==> src/rtl/counter_pkg.sv <==
// Shared constants for the up/down modulo counter.
// Also holds a sizing helper for integrators.
package counter_pkg;

  localparam logic ST_RUN    = 1'b1;
  localparam logic ST_PAUSED = 1'b0;

  localparam logic DIR_UP   = 1'b1;
  localparam logic DIR_DOWN = 1'b0;

  typedef enum logic {
    S_PAUSED = ST_PAUSED,
    S_RUN    = ST_RUN
  } state_t;

  // Bits needed to hold values 0..v-1
  function automatic int clog2(input longint v);
    int r;
    r = 0;
    for (int i = 0; i < 63; i++) begin
      if ((64'sd1 <<< i) < v) r = i + 1;
    end
    return r;
  endfunction

endpackage

==> src/rtl/btn_edge_sync.sv <==
// Two-flop synchroniser with a rising-edge detector.
// Emits one div_clk-wide pulse per press.
module btn_edge_sync (
  input  logic div_clk,
  input  logic rst,
  input  logic btn_in,
  output logic pulse_out
);

  logic sync1;
  logic sync2;
  logic prev;

  always_ff @(posedge div_clk or posedge rst) begin
    if (rst) begin
      sync1 <= 1'b0;
      sync2 <= 1'b0;
      prev  <= 1'b0;
    end else begin
      sync1 <= btn_in;
      sync2 <= sync1;
      prev  <= sync2;
    end
  end

  assign pulse_out = sync2 & ~prev;

endmodule

==> src/rtl/updown_mod_counter.sv <==
// Modulo-N up/down counter with run/pause button,
// preload, wrap/saturate mode and terminal-count pulse.
module updown_mod_counter
  import counter_pkg::*;
#(
  parameter int WIDTH     = 4,
  parameter int MAX_VAL   = 9,
  parameter int SATURATE  = 0,
  parameter int RESET_RUN = 1
) (
  input  logic             div_clk,
  input  logic             rst,
  input  logic             run_btn,
  input  logic             up_dn,
  input  logic             load,
  input  logic [WIDTH-1:0] load_val,
  output logic [WIDTH-1:0] count,
  output logic             tc,
  output logic             running
);

  if (MAX_VAL < 1 ||
      longint'(MAX_VAL) > ((64'sd1 <<< WIDTH) - 1))
  begin : g_bad_max
    $error("MAX_VAL out of range for WIDTH");
  end

  localparam logic [WIDTH-1:0] MAX_C =
    WIDTH'(MAX_VAL);

  localparam state_t RST_ST =
    (RESET_RUN != 0) ? S_RUN : S_PAUSED;

  logic press;

  btn_edge_sync u_sync (
    .div_clk   (div_clk),
    .rst       (rst),
    .btn_in    (run_btn),
    .pulse_out (press)
  );

  state_t state_q;
  state_t state_d;

  always_ff @(posedge div_clk or posedge rst) begin
    if (rst) state_q <= RST_ST;
    else     state_q <= state_d;
  end

  always_comb begin
    state_d = state_q;
    if (press) begin
      unique case (state_q)
        S_RUN:    state_d = S_PAUSED;
        S_PAUSED: state_d = S_RUN;
        default:  state_d = RST_ST;
      endcase
    end
  end

  logic [WIDTH-1:0] count_q;
  logic [WIDTH-1:0] count_d;
  logic             tc_q;
  logic             tc_d;
  logic             step_up;
  logic             step_dn;
  logic             at_max;
  logic             at_zero;

  assign step_up = (state_q == S_RUN) &&
                   (up_dn == DIR_UP);
  assign step_dn = (state_q == S_RUN) &&
                   (up_dn == DIR_DOWN);
  assign at_max  = (count_q == MAX_C);
  assign at_zero = (count_q == '0);

  // Compare before stepping so no step can overflow
  always_comb begin
    count_d = count_q;
    tc_d    = 1'b0;
    priority case (1'b1)
      load: begin
        count_d = (load_val > MAX_C) ? MAX_C
                                     : load_val;
      end
      step_up: begin
        if (at_max) begin
          count_d = (SATURATE != 0) ? MAX_C : '0;
          tc_d    = 1'b1;
        end else begin
          count_d = count_q + 1'b1;
        end
      end
      step_dn: begin
        if (at_zero) begin
          count_d = (SATURATE != 0) ? '0 : MAX_C;
          tc_d    = 1'b1;
        end else begin
          count_d = count_q - 1'b1;
        end
      end
      default: ;
    endcase
  end

  always_ff @(posedge div_clk or posedge rst) begin
    if (rst) begin
      count_q <= '0;
      tc_q    <= 1'b0;
    end else begin
      count_q <= count_d;
      tc_q    <= tc_d;
    end
  end

  assign count   = count_q;
  assign tc      = tc_q;
  assign running = (state_q == S_RUN);

endmodule

==> config.mk <==
export PLATFORM = sky130hd
export DESIGN_NAME = updown_mod_counter
export DESIGN_NICKNAME = d
export VERILOG_FILES = /design/src/rtl/counter_pkg.sv /design/src/rtl/btn_edge_sync.sv /design/src/rtl/updown_mod_counter.sv
export SDC_FILE = /design/constraint.sdc
export NUM_CORES = 1
export LEC_CHECK = 0
export CAP_MARGIN = 25
export CELL_PAD_IN_SITES_DETAIL_PLACEMENT = 1
export CELL_PAD_IN_SITES_GLOBAL_PLACEMENT = 1
export CORE_UTILIZATION = 35
export DETAILED_ROUTE_END_ITERATION = 10
export PLACE_DENSITY = 0.83
export SLEW_MARGIN = 10
export SYNTH_ARGS = -nofsm -noshare
export SYNTH_HDL_FRONTEND = slang
export SYNTH_SLANG_ARGS = --single-unit
==> constraint.sdc <==
create_clock -name div_clk -period 4.2 [get_ports div_clk]
set_input_delay 0.63 -clock div_clk [delete_from_list [all_inputs] [get_ports div_clk]]
set_output_delay 0.63 -clock div_clk [all_outputs]
set_load 0.05 [all_outputs]
Word-level counts from Yosys, hierarchy flattened
Index checks and enable logic that the tools add are counted.
{"block": "totals", "register_bits": 9, "latch_bits": 0, "mem_bits_rw": 0, "mem_bits_ro": 0, "in_bits": 9, "out_inout_bits": 6, "elab_cells": 30, "memories": 0}
{"block": "op_classes", "add_sub_neg": 2, "n_mul": 0, "div": 0, "n_lt_le_gt_ge": 1, "eq_ne": 1, "shift": 0, "muxes": 12, "bitwise": 4, "n_reduce_logical": 4}
{"op": "4-bit two-way mux", "count": 6}
{"op": "1-bit two-way mux", "count": 5}
{"op": "4-bit by 1-bit adder with 4-bit output, second input constant", "count": 1}
{"op": "4-bit equality test, second input constant", "count": 1}
{"op": "4-bit greater-than comparator, second input constant", "count": 1}
{"op": "4-bit zero test", "count": 1}
{"op": "4-bit by 1-bit subtractor with 4-bit output, second input constant", "count": 1}
{"op": "1-bit inverter", "count": 3}
{"op": "3-bit nonzero test", "count": 1}
{"op": "1-bit logical AND", "count": 2}
{"op": "1-bit one-hot mux with 2 select lines", "count": 1}
{"op": "1-bit AND", "count": 1}

Longest topological paths before layout
Gate-level depths: netlist (run 1).
{"block": "depth", "word_depth": 5, "depth_mapped": 5, "mapped_depth_nobuf": 4}

Hierarchy
Synthesis (run 1) repeated with hierarchy kept, for this count alone.
{"block": "hier_totals", "cells_unflattened": 58, "area_unflattened_um2": 560.5}
{"mod": "updown_mod_counter", "instances": 1, "cells_per_inst": 53, "area_per_inst_um2": 467.9, "seq_area_each_um2": 151.4}
{"mod": "btn_edge_sync", "instances": 1, "cells_per_inst": 5, "area_per_inst_um2": 92.6, "seq_area_each_um2": 75.1}

Worst setup path before layout (run 1)
Ideal clock, no wire load.
{"block": "synth_timing", "kind": "register to register", "startpoint": "register count_q[3] (netlist: count[3])", "endpoint": "register count_q[1] (netlist: count[1])", "setup_time_ns": 0.064, "arrival_ns": 1.672, "t_required_ns": 4.136, "slack_ns": 2.465, "path_stages_with_launch": 6, "n_path_buf": 1, "period_less_slack_ns": 1.735, "cell_sequence": "dfrtp_1 buf_4 nor2_1 a211o_1 a2111oi_1 o32a_2"}
{"block": "synth_via", "elab_chain_len": 5, "elab_cells_between_ends": 7, "classes_between": "eq/ne: 1; mux: 5; reduce/logical: 1"}
{"element": "from (decl)", "line_no": "updown_mod_counter.sv:62", "text": "logic [WIDTH-1:0] count_q;"}
{"element": "from (signal assigned)", "line_no": "updown_mod_counter.sv:112", "text": "count_q <= count_d;"}
{"element": "4-bit zero test", "line_no": "updown_mod_counter.sv:76", "text": "assign at_zero = (count_q == '0);"}
{"element": "4-bit two-way mux", "line_no": "updown_mod_counter.sv:96", "text": "if (at_zero) begin"}
{"element": "4-bit two-way mux", "line_no": "updown_mod_counter.sv:82", "text": "priority case (1'b1)"}
{"element": "4-bit two-way mux * (2 in series)", "line_no": "updown_mod_counter.sv:82"}
Every way passes the cells marked *; elsewhere a longest branch is shown, timed or not. The select of a mux whose other input is x is not followed.
A chain may end at the register's enable or synchronous reset.

Worst setup path after layout (run 1)
{"block": "layout_timing", "startpoint": "register state_q (netlist: running)", "endpoint": "output port running"}
{"element": "from (decl)", "line_no": "updown_mod_counter.sv:43", "text": "state_t state_q;"}
{"element": "from (signal assigned)", "line_no": "updown_mod_counter.sv:48", "text": "else state_q <= state_d;"}
{"element": "to (decl)", "line_no": "updown_mod_counter.sv:19", "text": "output logic running"}
No word-level cell between the ends.

==> results of run 1 <==
-- power groups by stage --
stage	Combinational, mW	Sequential, mW	Clock (mW)
3_5_place_dp	0.214	0.170	0
2_1_floorplan	0.123	0.198	0
3_3_place_gp	0.205	0.168	0
5_1_grt	0.230	0.176	0.0815
6_report	0.213	0.168	0.0708
4_1_cts	0.215	0.168	0.0748
-- logic make-up after synthesis --
family	Yosys count	share of synthesized area, %
xor gates and xnor gates	2	3.32
buffers and inverters	8	7.82
DFF	9	42.9
and+or+nand+nor	19	20.6
AOI/OAI and AO/OA	18	25.4
-- metal layers --
metal / track usage, % / up-vias
met5: 0 / -
met4: 20.0 / 0
li1: - / 226
met3: 7.07 / 7
met2: 32.4 / 17
met1: 24.2 / 232
-- cell type report --
class	instances	area, um2	area share [%]
timing repair buffer	14	140	20.6
sequential	9	226	33.3
multi-input combinational	39	260	38.3
clock buffer	4	26.3	3.87
tap	15	18.8	2.76
inverter	2	7.51	1.10
-- registers in the layout, indices dropped and copies added (netlist names) --
name          flops
u_sync.prev       1
u_sync.sync1      1
running           1
tc                1
count             4
u_sync.sync2      1
-- cells in the mapped netlist --
library cell / count
o31ai_1: 2
nand3_1: 1
nor2b_1: 4
o32a_2: 1
o21ai_0: 5
a21oi_1: 1
dfrtp_1: 8
nand2b_1: 2
a311oi_1: 2
and2_1: 1
a41o_1: 1
clkbuf_1: 1
or3_1: 1
o211a_1: 1
a2111oi_1: 1
a21boi_0: 1
inv_1: 2
xnor2_1: 2
o21a_1: 1
buf_4: 2
a31oi_1: 1
dfstp_2: 1
a211o_1: 1
and4b_1: 1
nor2_1: 2
or4b_2: 1
buf_2: 3
nor3_1: 1
and3_1: 1
nand2_1: 4
-- placed cells by master (no fill, tap or decap), drive strengths merged --
master	netlist	final
nor2b	4	4
and3	1	1
nand3	1	1
o21a	1	1
clkdlybuf4s50	0	14
o211a	1	1
inv	2	2
nor3	1	1
a311oi	2	2
a21boi	1	1
clkbuf	1	4
nand2b	2	2
and2	1	1
dfstp	1	1
o31ai	2	2
dfrtp	8	8
o21ai	5	5
a31oi	1	1
a211o	1	1
and4b	1	1
xnor2	2	2
a41o	1	1
a21oi	1	1
a2111oi	1	1
nand2	4	4
nor2	2	2
or4b	1	1
o32a	1	1
or3	1	1
-- worst paths after layout --
path	start	end	slack [ns]
setup / recovery	running	running	1.76
hold / removal	u_sync.sync2	u_sync.prev	0.38
setup reg to reg	running	tc	2.70
hold reg to reg	u_sync.sync2	u_sync.prev	0.38
max in group asynchronous	rst	running	3.29
min in group asynchronous	rst	count[1]	0.62
-- through the flow --
step | setup slack [ns] | utilization, % | hold WS (ns)
finish | 1.76 | 50.3 | 0.384
global route | 1.67 | 50.3 | 0.407
CTS | 1.74 | 50.3 | 0.387
detailed placement | 1.98 | 48.4 | 0.373
global placement | 2.07 | 48.4 | 0.339
floorplan | 2.46 | - | 0.331
==> impl_metrics.toml, run 1 <==
[final_layout]
fin_area_um2 = 679
syn2layout_area_growth_pct = 28.7
fillerInstances = 158
fin_nets = 78
stdcell_count = 83
drive_gt1_share_pct = 8.82
num_antenna_cells = 0

[timing]
fmaxAchievable_mhz = 410
clock-skew-final_ns = 0.00180
period_needed_ns = 2.44
rsz0062_at_grt = "false"
final_max_slew_viol_count = 0
fin_crit_sh_pct = 58.1
slew_headroom_pct = 65.7
worstMarginPinSlew_ns = 0.513
setup_tns_ns = 0
hold_viol_final = 0
setup_viol = 0

[floorplanning]
initial_utilization_pct = 39.1
die_h_um = 40.8
dieWidth_um = 40.8
row_count = 13
core_area_um2 = 1350
die_area_um2 = 1670
ios = 15

[outcome]
outcome = "finished, final reports clean"

[worst_setup_path]
arrival_ns = 1.81
crit_chain = "clkdlybuf4s50_1"
cp.buffers_inverters = 1
cp.depth = 1
required_ns = 3.57
path_max_fanout = 14
cpMaxStageDelayCell = "clkdlybuf4s50_1"
crit_family = "buffers and inverters"
worstRegToRegCells = 2
startpoint_type = "register"
critPathKind = "reg2out"
end_kind = "primary output"
crit_path_max_incr_delay_ns = 0.85

[power]
total_power_mw = 0.451
pwr-share-seq_pct = 37.2
power_frac_clock_pct = 15.7
p_switching_mw = 0.212
p_per_area_nw_per_um2 = 664
p_leak_nw = 0.283
p_sw_share_pct = 46.9
intPower_mw = 0.240
p_comb_share_pct = 47.1
ir_drop_mv = 0.230

[logic_synthesis]
ys_warn_count = 0
yosysSeqAreaShare_pct = 42.9
yosysUniqueCellTypes = 30
netlist_area_um2 = 528
synth_top_area_share_pct = 37.9
yosys-top-cells-area = "dfrtp_1 (38%), dfstp_2 (5.0%), nor2b_1 (4.7%), o21ai_0 (4.7%), a311oi_1 (3.3%)"
ys_seq_elements = 9
syn_inst = 56
yosysTopAreaCell = "dfrtp_1"
avgSynthCellArea_um2 = 9.43
syn_nets = 65

[global_routing]
grt_first_pass_wirelength_um = 2120
grt_usage_pct = 21.8
antenna_found_initial = 0
grt_pass1_vias = 460
overflow = 0
grt_max_degree = 15

[clocking]
tritoncts = "built"
root_buffer = "clkbuf_4"
cts.repair.resized = 0
clk_latency_ns = 0.27
post-cts-setup-buffers = 0
cts_hold_buffers = 0
numCtsBuffers = 3
cts_buffer_depth = 2
htree_levels = 1
cts.sinks = 9
clk_pin_slew_ns = 0.06

[placed_design]
dp_cells = 79
port_buffers = 14
placed_area_um2 = 653
hpwl_um = 998
gp_congestion = 0.704

[route]
drtPass1Iterations = 4
antenna_left = 0
vias = 482
drt-initial-drc-count = 11
wirelength_um = 1350
wl_per_cell_um = 16.3
met2_wirelength_um = 690
drcViolationCount = 0
topRoutingLayerUsed = "met4"
routedLengthMet1_um = 541
via_per_inst = 5.81
wl_met3_um = 58

[worst_hold_path]
hold_class = "reg2reg"
hold_depth = 0

[flow_run]
cap_violations = 0
No activity file was read; power rests on OpenSTA's default activity.
==> run 2: changes to the inputs <==
--- a/config.mk
+++ b/config.mk
@@ -8,9 +8,9 @@
 export CAP_MARGIN = 25
 export CELL_PAD_IN_SITES_DETAIL_PLACEMENT = 1
 export CELL_PAD_IN_SITES_GLOBAL_PLACEMENT = 1
-export CORE_UTILIZATION = 35
+export CORE_UTILIZATION = 33
 export DETAILED_ROUTE_END_ITERATION = 10
-export PLACE_DENSITY = 0.83
+export PLACE_DENSITY = 0.79
 export SLEW_MARGIN = 10
 export SYNTH_ARGS = -nofsm -noshare
 export SYNTH_HDL_FRONTEND = slang
==> constraint.sdc (replaced) <==
create_clock -name div_clk -period 2.3 [get_ports div_clk]
set_input_delay 0.345 -clock div_clk [delete_from_list [all_inputs] [get_ports div_clk]]
set_output_delay 0.345 -clock div_clk [all_outputs]
set_load 0.05 [all_outputs]
==> run 2 against run 1 <==
Count of clock-buffer cells in the layout is 1 lower. Routed wire length is 5.3% lower. Via count is 3.9% lower. Global-route usage is 5.1 points lower. Non-clock buffer count stayed put. Sequential power is 84% higher. Sequential share of layout area is 0.12 points lower. Sequential cell count stayed put. Clock power is 78% higher. First-iteration DRC count is 64% lower. Core utilization is 5.1 points lower. Critical endpoint unchanged. Critical path type unchanged.
==> impl_metrics.toml, run 2 (same netlist as run 1, synthesis figures left out) <==
[outcome]
outcome = "finished, final reports clean"

[floorplanning]
ios = 15
row_count = 14
die_h_um = 42
dieWidth_um = 42
initial_utilization_pct = 35.0
die_area_um2 = 1760
core_area_um2 = 1510

[global_routing]
grt_pass1_vias = 494
overflow = 0
antenna_found_initial = 0
grt_max_degree = 15
grt_first_pass_wirelength_um = 2190
grt_usage_pct = 16.6

[timing]
fin_ws_ns = 0.144
hold_viol_final = 0
fmaxAchievable_mhz = 464
worstMarginPinSlew_ns = 0.510
final_max_slew_viol_count = 0
fin_crit_sh_pct = 93.7
rsz0062_at_grt = "false"
period_needed_ns = 2.16
slew_headroom_pct = 65.9
setup_tns_ns = 0
clock-skew-final_ns = 0.0124
setup_viol = 0

[clocking]
post-cts-setup-buffers = 0
cts.repair.resized = 0
cts_buffer_depth = 2
cts_hold_buffers = 0
numCtsBuffers = 3
cts.sinks = 9
clk_latency_ns = 0.27
tritoncts = "built"
htree_levels = 1
clk_pin_slew_ns = 0.07
root_buffer = "clkbuf_4"

[power]
pwr-share-seq_pct = 38.0
p_switching_mw = 0.379
intPower_mw = 0.434
p_sw_share_pct = 46.6
power_frac_clock_pct = 15.5
p_per_area_nw_per_um2 = 1190
p_comb_share_pct = 46.5
ir_drop_mv = 0.450
total_power_mw = 0.813
p_leak_nw = 0.286

[flow_run]
cap_violations = 0

[worst_setup_path]
critPathKind = "reg2out"
cpMaxStageDelayCell = "clkdlybuf4s50_1"
cp-startpoint = "running"
path_max_fanout = 14
crit_chain = "clkdlybuf4s50_1"
cp.buffers_inverters = 1
crit_path_max_incr_delay_ns = 0.85
arrival_ns = 1.81
end_kind = "primary output"
crit_family = "buffers and inverters"
startpoint_type = "register"
required_ns = 1.96
r2r_start = "running"

[placed_design]
placed_area_um2 = 654
gp_congestion = 0.726
port_buffers = 14
hpwl_um = 900
pre_cts_slack_ns = 0.425

[final_layout]
final_common_cell = "clkdlybuf4s50_1"
fin_area_um2 = 682
syn2layout_area_growth_pct = 29.1
drive_gt1_share_pct = 10.3
largest_reg_flops = 4
num_antenna_cells = 0
final_cell_mix = "clkdlybuf4s50_1 (14), dfrtp_1 (8), o21ai_0 (5), nor2b_1 (4), nand2_1 (4)"
fin_nets = 78

[route]
via_per_inst = 5.51
wirelength_um = 1280
wl_per_cell_um = 15.2
vias = 463
drt-initial-drc-count = 4
drcViolationCount = 0
antenna_left = 0
drtPass1Iterations = 4

[worst_hold_path]
hold_class = "in2async"
-- run 2: cell count changes in the layout (fill, tap and decap cells not counted) --
cell	delta
clkbuf_1	-1
clkinv_2	+1
-- run 2: routing by layer --
metal	up-vias	wire, um	track usage (%)
met5	-	0	0
met4	0	24	9.68
met3	5	31	2.59
met2	15	638	27.2
met1	217	584	20.7
li1	226	-	-
-- run 2: per-stage QoR --
step,std cells,hold slack (ns),utilization [%]
final,84,0.343,45.3
after global routing,84,0.376,45.3
after CTS,84,0.342,45.3
after detailed placement,80,0.350,43.4
after global placement,80,0.333,43.4
after floorplan,56,0.172,-
-- run 2: worst paths after layout --
check                                    end  slack (ns)  depth (start not counted)
worst max-delay path                 running        0.14                          1
worst min-delay path            u_sync.sync2        0.34                          2
worst max register to register            tc        0.74                          2
worst min register to register  u_sync.sync2        0.36                          0
max in group asynchronous            running        1.65                          2
min in group div_clk            u_sync.sync2        0.36                          0
-- run 2: cell type report --
type,count,area (um2)
clock buffers,3,22.5
clock inverters,1,5.00
fillers,177,825
inverters,2,7.51
multi-input cells,39,260
flip-flops and latches,9,226
well taps,16,20.0
repair buffers,14,140
-- run 2: power groups by stage --
stage / logic (mW) / clock network, mW / registers [mW]
2_1_floorplan: 0.225 / 0 / 0.361
3_3_place_gp: 0.375 / 0 / 0.309
4_1_cts: 0.383 / 0.132 / 0.310
5_1_grt: 0.409 / 0.135 / 0.322
3_5_place_dp: 0.381 / 0 / 0.312
6_report: 0.378 / 0.126 / 0.309
